`src/rtl/cmp_arbiter_pkg.sv`:
```
// Shared types for the EX-stage compare arbiter: RV32I word, branch funct3 and FSM state.
package cmp_arbiter_pkg;

    localparam int unsigned RV32I_WORD_W   = 32;
    localparam int unsigned CMP_ARB_MAX_REQ = 4;

    typedef logic [RV32I_WORD_W-1:0] rv32i_word;

    // Encodings 3'b010 and 3'b011 are illegal; they still flow through as a 0 result.
    typedef enum logic [2:0] {
        beq  = 3'b000,
        bne  = 3'b001,
        blt  = 3'b100,
        bge  = 3'b101,
        bltu = 3'b110,
        bgeu = 3'b111
    } branch_funct3_t;

    typedef enum logic {
        EMPTY = 1'b0,
        FULL  = 1'b1
    } cmp_arb_state_t;

endpackage

```
`src/rtl/cmp_arbiter_if.sv`:
```
// Request/response bundle between the compare requesters and the shared arbiter.
interface cmp_arbiter_if
    import cmp_arbiter_pkg::*;
#(
    parameter int unsigned NUM_REQ = 2
);

    logic           [NUM_REQ-1:0] req_valid;
    logic           [NUM_REQ-1:0] req_ready;
    branch_funct3_t [NUM_REQ-1:0] req_cmpop;
    rv32i_word      [NUM_REQ-1:0] req_a;
    rv32i_word      [NUM_REQ-1:0] req_b;
    logic           [NUM_REQ-1:0] rsp_valid;
    logic                         rsp_o;
    logic           [NUM_REQ-1:0] rsp_ready;

    // Requester side.
    modport master (
        output req_valid,
        output req_cmpop,
        output req_a,
        output req_b,
        output rsp_ready,
        input  req_ready,
        input  rsp_valid,
        input  rsp_o
    );

    // Arbiter side.
    modport slave (
        input  req_valid,
        input  req_cmpop,
        input  req_a,
        input  req_b,
        input  rsp_ready,
        output req_ready,
        output rsp_valid,
        output rsp_o
    );

endinterface

```
`src/rtl/cmp_arbiter_cmp.sv`:
```
// Branch/compare unit: evaluates one RV32I branch condition on two words.
module cmp
    import cmp_arbiter_pkg::*;
(
    input  branch_funct3_t cmpop,
    input  rv32i_word      a,
    input  rv32i_word      b,
    output logic           br_en
);

    // Decode the compare op; unknown encodings resolve to 0.
    always_comb begin
        br_en = 1'b0;
        case (cmpop)
            beq:     br_en = (a == b);
            bne:     br_en = (a != b);
            blt:     br_en = ($signed(a) <  $signed(b));
            bge:     br_en = ($signed(a) >= $signed(b));
            bltu:    br_en = (a <  b);
            bgeu:    br_en = (a >= b);
            default: br_en = 1'b0;
        endcase
    end

endmodule

```
`src/rtl/cmp_arbiter.sv`:
```
// Round-robin sharing of one compare unit between NUM_REQ requesters,
// with a single registered result slot that can drain and refill in one cycle.
module cmp_arbiter
    import cmp_arbiter_pkg::*;
#(
    parameter  int unsigned NUM_REQ = 2,
    localparam int unsigned IDW     = $clog2(NUM_REQ)
) (
    input logic          clk,
    input logic          rst,
    cmp_arbiter_if.slave bus
);

    cmp_arb_state_t state_q;
    cmp_arb_state_t state_d;
    logic [IDW-1:0] owner_q;
    logic [IDW-1:0] owner_d;
    logic [IDW-1:0] rr_q;
    logic [IDW-1:0] rr_d;
    logic           res_q;
    logic           res_d;

    logic           grant_vld;
    logic [IDW-1:0] grant_idx;
    logic           grant_en;
    logic [IDW-1:0] sel_idx;
    branch_funct3_t sel_op;
    rv32i_word      sel_a;
    rv32i_word      sel_b;
    logic           cmp_o;

    // Round-robin pick: first valid requester at or after rr_q, wrapping.
    always_comb begin
        int unsigned    cand;
        logic [IDW-1:0] idx;
        grant_vld = 1'b0;
        grant_idx = '0;
        cand      = 0;
        idx       = '0;
        for (int unsigned k = 0; k < NUM_REQ; k++) begin
            cand = 32'(rr_q) + k;
            if (cand >= NUM_REQ) begin
                cand = cand - NUM_REQ;
            end
            idx = IDW'(cand);
            if (!grant_vld && bus.req_valid[idx]) begin
                grant_vld = 1'b1;
                grant_idx = idx;
            end
        end
    end

    // Steer the granted requester's operands into the comparator (requester 0 when idle).
    always_comb begin
        sel_idx = grant_vld ? grant_idx : '0;
        sel_op  = bus.req_cmpop[sel_idx];
        sel_a   = bus.req_a[sel_idx];
        sel_b   = bus.req_b[sel_idx];
    end

    cmp u_cmp (
        .cmpop (sel_op),
        .a     (sel_a),
        .b     (sel_b),
        .br_en (cmp_o)
    );

    // Next-state and handshake outputs; reset masks every output for that cycle.
    always_comb begin
        state_d       = state_q;
        owner_d       = owner_q;
        rr_d          = rr_q;
        res_d         = res_q;
        grant_en      = 1'b0;
        bus.req_ready = '0;
        bus.rsp_valid = '0;
        bus.rsp_o     = 1'b0;

        if (!rst) begin
            case (state_q)
                EMPTY: begin
                    grant_en = 1'b1;
                end
                FULL: begin
                    bus.rsp_valid[owner_q] = 1'b1;
                    bus.rsp_o              = res_q;
                    grant_en               = bus.rsp_ready[owner_q];
                    if (bus.rsp_ready[owner_q] && !grant_vld) begin
                        state_d = EMPTY;
                    end
                end
                default: begin
                    state_d = EMPTY;
                end
            endcase

            if (grant_en && grant_vld) begin
                bus.req_ready[grant_idx] = 1'b1;
                state_d                  = FULL;
                owner_d                  = grant_idx;
                res_d                    = cmp_o;
                rr_d = (grant_idx == IDW'(NUM_REQ - 1)) ? '0 : grant_idx + IDW'(1);
            end
        end
    end

    // State, owner, pointer and result registers.
    always_ff @(posedge clk) begin
        if (rst) begin
            state_q <= EMPTY;
            owner_q <= '0;
            rr_q    <= '0;
            res_q   <= 1'b0;
        end else begin
            state_q <= state_d;
            owner_q <= owner_d;
            rr_q    <= rr_d;
            res_q   <= res_d;
        end
    end

    a_num_req_range : assert property (@(posedge clk)
        (NUM_REQ >= 2) && (NUM_REQ <= CMP_ARB_MAX_REQ));

    a_req_ready_onehot0 : assert property (@(posedge clk) disable iff (rst)
        $onehot0(bus.req_ready));

    a_rsp_valid_onehot0 : assert property (@(posedge clk) disable iff (rst)
        $onehot0(bus.rsp_valid));

    a_no_grant_when_stalled : assert property (@(posedge clk) disable iff (rst)
        (state_q == FULL && !bus.rsp_ready[owner_q]) |-> (bus.req_ready == '0));

endmodule

```
`src/flat_wrapper.sv`:
```
// flat-port wrapper written by rule: the top's interface ports become plain ports
module cmp_arbiter_flat import cmp_arbiter_pkg::*;
#(
    parameter  int unsigned NUM_REQ = 2,
    localparam int unsigned IDW     = $clog2(NUM_REQ)
)
  (clk, rst, bus_req_valid, bus_req_cmpop, bus_req_a, bus_req_b, bus_rsp_ready, bus_req_ready, bus_rsp_valid, bus_rsp_o);
  cmp_arbiter_if #(.NUM_REQ(NUM_REQ)) bus_i ();
  input logic clk;
  input logic rst;
  input wire logic [$bits(bus_i.req_valid)-1:0] bus_req_valid;
  input wire logic [$bits(bus_i.req_cmpop)-1:0] bus_req_cmpop;
  input wire logic [$bits(bus_i.req_a)-1:0] bus_req_a;
  input wire logic [$bits(bus_i.req_b)-1:0] bus_req_b;
  input wire logic [$bits(bus_i.rsp_ready)-1:0] bus_rsp_ready;
  output wire logic [$bits(bus_i.req_ready)-1:0] bus_req_ready;
  output wire logic [$bits(bus_i.rsp_valid)-1:0] bus_rsp_valid;
  output wire logic [$bits(bus_i.rsp_o)-1:0] bus_rsp_o;
  assign bus_i.req_valid = bus_req_valid;
  assign bus_i.req_cmpop = bus_req_cmpop;
  assign bus_i.req_a = bus_req_a;
  assign bus_i.req_b = bus_req_b;
  assign bus_i.rsp_ready = bus_rsp_ready;
  assign bus_req_ready = bus_i.req_ready;
  assign bus_rsp_valid = bus_i.rsp_valid;
  assign bus_rsp_o = bus_i.rsp_o;
  cmp_arbiter #(.NUM_REQ(NUM_REQ)) u_core (.clk(clk), .rst(rst), .bus(bus_i));
endmodule
```
`config.mk`:
```
export PLATFORM = sky130hd
export DESIGN_NAME = cmp_arbiter_flat
export DESIGN_NICKNAME = d
export VERILOG_FILES = /design/src/rtl/cmp_arbiter_pkg.sv /design/src/rtl/cmp_arbiter_if.sv /design/src/rtl/cmp_arbiter_cmp.sv /design/src/rtl/cmp_arbiter.sv /design/src/flat_wrapper.sv
export SDC_FILE = /design/constraint.sdc
export NUM_CORES = 1
export LEC_CHECK = 0
export ABC_AREA = 1
export CORE_ASPECT_RATIO = 2
export CORE_MARGIN = 2
export CORE_UTILIZATION = 37
export CTS_BUF_LIST = sky130_fd_sc_hd__clkbuf_8
export DETAILED_ROUTE_END_ITERATION = 8
export HOLD_SLACK_MARGIN = 0.08
export PLACE_DENSITY_LB_ADDON = 0.05
export SYNTH_ARGS = -nofsm -noshare
export SYNTH_HDL_FRONTEND = slang
export SYNTH_HIERARCHICAL = 1
export SYNTH_SLANG_ARGS = --single-unit
```
`constraint.sdc`:
```
create_clock -name clk -period 3.3 [get_ports clk]
set_input_delay 0.33 -clock clk [delete_from_list [all_inputs] [get_ports clk]]
set_output_delay 0.33 -clock clk [all_outputs]
set_load 0.02 [all_outputs]
```
* Word-level counts from Yosys, hierarchy flattened
Index checks and enable logic that the tools add are counted.
** Storage, ports and cells
- Input port bits :: 140
- Logic and storage cells :: 73
- Register bits :: 4
** Operators by class
- Multiplexer cells :: 36
- Order comparisons :: 13
- Equal/unequal tests :: 7
- Bitwise operators :: 1
- Reduce and logical (&&, ||, !) cells :: 8
- Add/sub/neg operators :: 4
** Operators by type and width (count)
- two-way mux 32 bit :: 4
- >= comparator 32 bit :: 2
- < comparator 32 bit :: 2
- == test 32 bit :: 1
- inequality test 32 bit :: 1
- two-way mux 1 bit :: 22
- == test 3 bit (second input constant) :: 4
- < comparator 1 x 2 -> 1 bit (second input constant) :: 5
- two-way mux 2 bit :: 4
- two-way mux 3 bit :: 2
- one-hot mux 1 bit (6 select lines) :: 1
- logical AND 1 bit :: 5
- == test 3 x 1 -> 1 bit (second input constant) :: 1
- zero test 3 bit :: 1
- adder 1 x 1 -> 2 bit (second input constant) :: 1
- demux 1 bit (select 1 bit) :: 2
- >= comparator 1 bit (second input constant) :: 2
- >= comparator 1 x 2 -> 1 bit (second input constant) :: 1
- >= comparator 2 bit (second input constant) :: 1
- zero test 1 bit :: 2
- one-hot mux 1 bit (2 select lines) :: 1
- subtractor 1 bit (second input constant) :: 2
- adder 1 bit (second input constant) :: 1
- inverter 1 bit :: 1

* Depth between registers and ports, before layout
Gate-level depths: netlist of the first run.
- Depth after elaboration :: 14
- Mapped depth :: 28

* Hierarchy
Netlist of the first run, hierarchy kept.
** Modules (own cells, without submodules)
- cmp_arbiter :: area each 1069.8 um2, cells an instance 250, instances 1, sequential area each 80.1 um2
- cmp :: area each 974.7 um2, cells an instance 166, instances 1, sequential area each 0.0 um2

* Worst setup path before layout of the first run
OpenSTA, ideal clock, no wires.
- Kind :: flip-flop to flip-flop
- From :: reg u_core.rr_q
- To :: reg u_core.res_q
- Required time :: 3185 ps
- Period minus slack after synthesis :: 2320 ps
- Data arrival time :: 2205 ps
- Cell stages (with the launch flop) :: 25
- Library setup time :: 115 ps
- Path slack :: 980 ps
- Cell sequence :: dfxtp_1 > inv_1 > nand2_2 > nand2_4 > inv_2 > buf_6 > buf_6 > nand2_1 > nand2_1 > ha_1 > nand2_1 > nor2_1 > nand2_2 > nor3b_2 > nand2_2 > nand2_1 > o21ai_1 > inv_1 > nand2_1 > nor2_1 > nand3_1 > inv_1 > nand3_1 > nand2_1 > nor2_1
** Between the ends
- Word-level cells in the longest chain between the ends :: 13
- Elaborated cells on any way between the ends :: 38
** Ends and longest elaborated chain
- from (decl) :: line cmp_arbiter.sv:18 : logic [IDW-1:0] rr_q;
- from (signal assigned) :: line cmp_arbiter.sv:117 : rr_q <= rr_d;
- >= comparator 1 x 2 -> 1 bit or subtractor 1 bit (tied branches) :: line cmp_arbiter.sv:42, cmp_arbiter.sv:43
- two-way mux 1 bit :: line cmp_arbiter.sv:42 : if (cand >= NUM_REQ) begin
- two-way mux 1 bit (implied by the code) (2 in a row) :: line cmp_arbiter.sv:46 : if (!grant_vld && bus.req_valid[idx]) begin
- two-way mux 1 bit :: line cmp_arbiter.sv:46
- zero test 1 bit :: line cmp_arbiter.sv:46
- logical AND 1 bit :: line cmp_arbiter.sv:46
- two-way mux 1 bit :: line cmp_arbiter.sv:46
- two-way mux 1 bit * :: line cmp_arbiter.sv:55 : sel_idx = grant_vld ? grant_idx : '0;
- two-way mux 32 bit (implied by the code) * (2 in a row) :: line cmp_arbiter.sv:57 : sel_a = bus.req_a[sel_idx];
- via u_core.sel_a[27] :: line cmp_arbiter.sv:28 : rv32i_word sel_a;
- >= comparator 32 bit, or another cell as far along :: line cmp_arbiter_cmp.sv:20 : bgeu: br_en = (a >= b);
- one-hot mux 1 bit (6 select lines) * :: line cmp_arbiter_cmp.sv:14 : case (cmpop)
- via u_core.cmp_o :: line cmp_arbiter.sv:30 : logic cmp_o;
- to (signal assigned) :: line cmp_arbiter.sv:118 : res_q <= res_d;
- to (decl) :: line cmp_arbiter.sv:20 : logic res_q;
Mark *: on every way through the listed nets, which the timed path passes. The rest lies on a longest branch. The select of a mux whose other input is x is not followed.
A chain may end at the register's enable or synchronous reset.

* Worst setup path after layout of the first run
- From :: in bus_req_valid[0]
- To :: reg u_core.res_q
** Between the ends
- Word-level cells in the longest chain between the ends :: 11
- Elaborated cells on any way between the ends :: 31
** Ends and longest elaborated chain
- from (decl) :: line flat_wrapper.sv:11 : input wire logic [$bits(bus_i.req_valid)-1:0] bus_req_valid;
- two-way mux 1 bit (implied by the code) (2 in a row) :: line cmp_arbiter.sv:46
- two-way mux 1 bit :: line cmp_arbiter.sv:46
- zero test 1 bit :: line cmp_arbiter.sv:46
- logical AND 1 bit :: line cmp_arbiter.sv:46
- two-way mux 1 bit :: line cmp_arbiter.sv:46
- two-way mux 1 bit * :: line cmp_arbiter.sv:55
- two-way mux 32 bit (implied by the code) * (2 in a row) :: line cmp_arbiter.sv:58 : sel_b = bus.req_b[sel_idx];
- via u_core.sel_b[31] :: line cmp_arbiter.sv:29 : rv32i_word sel_b;
- >= comparator 32 bit, or another cell as far along :: line cmp_arbiter_cmp.sv:20
- one-hot mux 1 bit (6 select lines) * :: line cmp_arbiter_cmp.sv:14
- via u_core.cmp_o :: line cmp_arbiter.sv:30
Marked as above.

==> impl_metrics.tcl, run 1 <==
set metrics [dict create \
    grt_pass1_vias 2799 \
    drt_iter0_drc 91 \
    synthXorXnorAreaFrac 0 \
    route.vias.total 2870 \
    final-seq-area_sq_um 80.1 \
    place.gp.congestion 0.794 \
    grt_use_met3 0.0237 \
    ys_seq_elements 4 \
    synth-simple-area-share 0.562 \
    htree_num_levels 1 \
    cp_max_fo 53 \
    hold_violations 0 \
    start_util 0.381 \
    drive_above_1_share 0.0271 \
    final.setup.tns_ns 0 \
    yosysUniqueCellTypes 20 \
    drv_cap 0 \
    crit_end "u_core/res_q" \
    grt_setup_unrepaired "false" \
    crit_required_ns 3.40 \
    grt_overflow_total 0 \
    start_kind "input pin" \
    cts.path.max_buffers 2 \
    finalClockSkew_ns 0.00229 \
    crit_path_end_kind "flop" \
    ys_warn_count 6 \
    max_freq_mhz 345 \
    cts_hold_repair.buffers 0 \
    synth_compound_area_frac 0.0575 \
    syn-cell-area_sq_um 2040 \
    die_y_um 109 \
    area_delta_synth_final_pct 74.8 \
    cts.clk_slew.worst_paths_ns 0.03 \
    dieArea_sq_um 6170 \
    status "finished, final reports clean" \
    gr-max-usage-layer "met2" \
    cts_tree "yes" \
    ir_drop_v 0.000267 \
    p_per_area_nw_per_um2 194 \
    final_cell_area_sq_um 3570 \
    cts_root_buf "clkbuf_8" \
    cts.repair.resized 0 \
    worst_pin_slew_ns 0.310 \
    worst-r2r-setup-slack_ns 0.63 \
    avgSynthCellArea_sq_um 4.91 \
    synth_top_family_by_area "simple AND/OR/NAND/NOR gates" \
    r2r_cells 24 \
    dpl-instance-area_sq_um 3530 \
    maxSlewViolCount 0 \
    relSlewSlack 0.793 \
    startpoint "bus_req_valid[0]" \
    grt_max_degree 54 \
    cts_num_sinks 4 \
    wl_per_cell_um 10.5 \
    via_per_inst 4.68 \
    r2r_start "u_core/rr_q" \
    numCtsBuffers 3 \
    routed_wl_mm 6.47 \
    rr_endpoint "u_core/res_q" \
    min_path_type "flop to flop" \
    num-nets-final 727 \
    met2_usage 0.456 \
    drt_pre_antenna_iters 4 \
    portBuffers 144 \
    hold-path-cell-count 2 \
    drc_errors 0 \
    finalSetupViolations 0 \
    yosysSeqAreaShare 0.0392 \
    syn_nets 588 \
    top_level_ports 145 \
    muxShareOfSynthArea 0 \
    worstPathArrival_ns 3.00 \
    num_rows 38 \
    final_antenna_net_count 0 \
    postCtsSetupBuffers 0 \
    critical_path_class "input pin to flop" \
    grt_first_pass_wirelength_mm 10.8 \
    min_period_ns 2.90 \
    clock_latency_ns 0.22 \
    grtUsageMet1 0.200 \
    coreArea_sq_um 5370 \
    p_leak_uw 0.00198 \
    antenna_found_initial 0 \
    syn_inst 416 \
    period_share 0.878 \
    track_usage 0.207 \
    place_hpwl_mm 5.59 \
    nFillCells 515 \
    die-width_um 56.6 \
    multi_input_area_sq_um 1670 \
    n_antenna_cell 0 \
    synth_fa_ha_area_frac 0.196 \
]
==> sequential cells by signal, summed over array words and instances (netlist names) <==
| signal | flops |
|---|---|
| u_core/owner_q | 1 |
| u_core/res_q | 1 |
| u_core/rr_q | 1 |
| u_core/state_q | 1 |
==> how the worst min path moves through the flow <==
| stage | start | endpoint | slack [ns] |
|---|---|---|---|
| after detailed placement | u_core/rr_q | u_core/rr_q | 0.46 |
| after floorplan | rst | u_core/state_q | 0.40 |
| after global routing | u_core/rr_q | u_core/rr_q | 0.50 |
| after CTS | u_core/rr_q | u_core/rr_q | 0.47 |
| after global placement | u_core/rr_q | u_core/rr_q | 0.45 |
| final | u_core/rr_q | u_core/rr_q | 0.47 |
==> synth_stat cells (all sizes together) <==
cell	n	share of area
nand2	252	0.47
inv	54	0.099
ha	32	0.20
a21oi	16	0.039
nor2	15	0.029
buf	14	0.047
nand3	14	0.034
nor3	5	0.012
dfxtp	4	0.039
nand4	3	0.0092
o21ai	3	0.0073
o21a	2	0.0073
a21o	1	0.0037
nor3b	1	0.0061
==> routing by layer <==
| metal | vias to the layer above | part of all wire |
|---|---|---|
| met5 | - | 0 |
| met2 | 88 | 0.60 |
| li1 | 1538 | - |
| met4 | 0 | 0 |
| met1 | 1244 | 0.34 |
| met3 | 0 | 0.059 |
==> through the flow <==
step           instances  setup WS [ns]  utilization  hold slack (ns)  power, uW
3_3_place_gp         610          0.281        0.658            0.454        582
6_report             613          0.404        0.665            0.471        692
2_1_floorplan        416          0.980            -            0.399        356
5_1_grt              613          0.155        0.665            0.500        776
4_1_cts              613          0.364        0.665            0.473        701
3_5_place_dp         610          0.152        0.658            0.458        594
==> power breakdown <==
group | switching (uW) | internal (uW)
sequential | 3.19 | 53.7
combinational | 243 | 290
clock | 24.5 | 77.7
total | 271 | 422
==> cell usage in the layout, fill, tap and decap left out <==
cell type / Yosys / final
inv_1: 53 / 53
o21a_1: 2 / 2
ha_1: 32 / 32
nor2_2: 1 / 1
nor3_1: 5 / 5
clkdlybuf4s50_1: 0 / 144
nand2_1: 247 / 247
nand4_1: 3 / 3
nand2_2: 4 / 4
o21ai_1: 1 / 1
a21o_1: 1 / 1
nand3_1: 14 / 14
clkbuf_8: 0 / 3
a21oi_1: 16 / 16
inv_2: 1 / 1
buf_4: 0 / 1
buf_12: 0 / 3
nor3b_2: 1 / 1
dfxtp_1: 4 / 4
nor2_1: 14 / 14
o21ai_0: 2 / 2
nand2_4: 1 / 1
==> worst max-delay path, cell delays in order <==
cell,delay (ns)
clkdlybuf4s50_1,0.49
nand2_2,0.07
nand2_4,0.08
buf_12,0.22
nand2_1,0.08
nand2_1,0.07
inv_1,0.04
ha_1,0.33
nand2_2,0.08
nor2_2,0.14
nand2_2,0.07
nor3b_2,0.21
nand2_2,0.10
nand2_1,0.07
o21ai_1,0.06
inv_1,0.05
nand2_1,0.05
nor2_1,0.12
nand3_1,0.10
inv_1,0.06
nand3_1,0.06
nand2_1,0.07
nor2_1,0.04
==> area by class of cell <==
class	instances	share of cell area
tap	60	0.0210
sequential	4	0.0224
clock buffer	3	0.0116
multi-input combinational	344	0.466
inverter	54	0.0567
timing repair buffer	148	0.422
==> cell families (layout without fill, tap and decap cells) <==
family          count (synthesis)  count (layout)
flops                           4               4
compound gates                 22              22
buf+inv                        68             205
fa+ha+maj                      32              32
simple gates                  290             290
Note: power is estimated with default switching activity, not from simulation.
==> inputs of run 2 (changes only) <==
--- a/config.mk
+++ b/config.mk
@@ -11,8 +11,8 @@
 export CORE_UTILIZATION = 37
 export CTS_BUF_LIST = sky130_fd_sc_hd__clkbuf_8
 export DETAILED_ROUTE_END_ITERATION = 8
-export HOLD_SLACK_MARGIN = 0.08
 export PLACE_DENSITY_LB_ADDON = 0.05
+export SLEW_MARGIN = 20
 export SYNTH_ARGS = -nofsm -noshare
 export SYNTH_HDL_FRONTEND = slang
 export SYNTH_HIERARCHICAL = 1
==> results of run 2 <==
No change in the layout: final DEF, timing and power equal those of run 1.
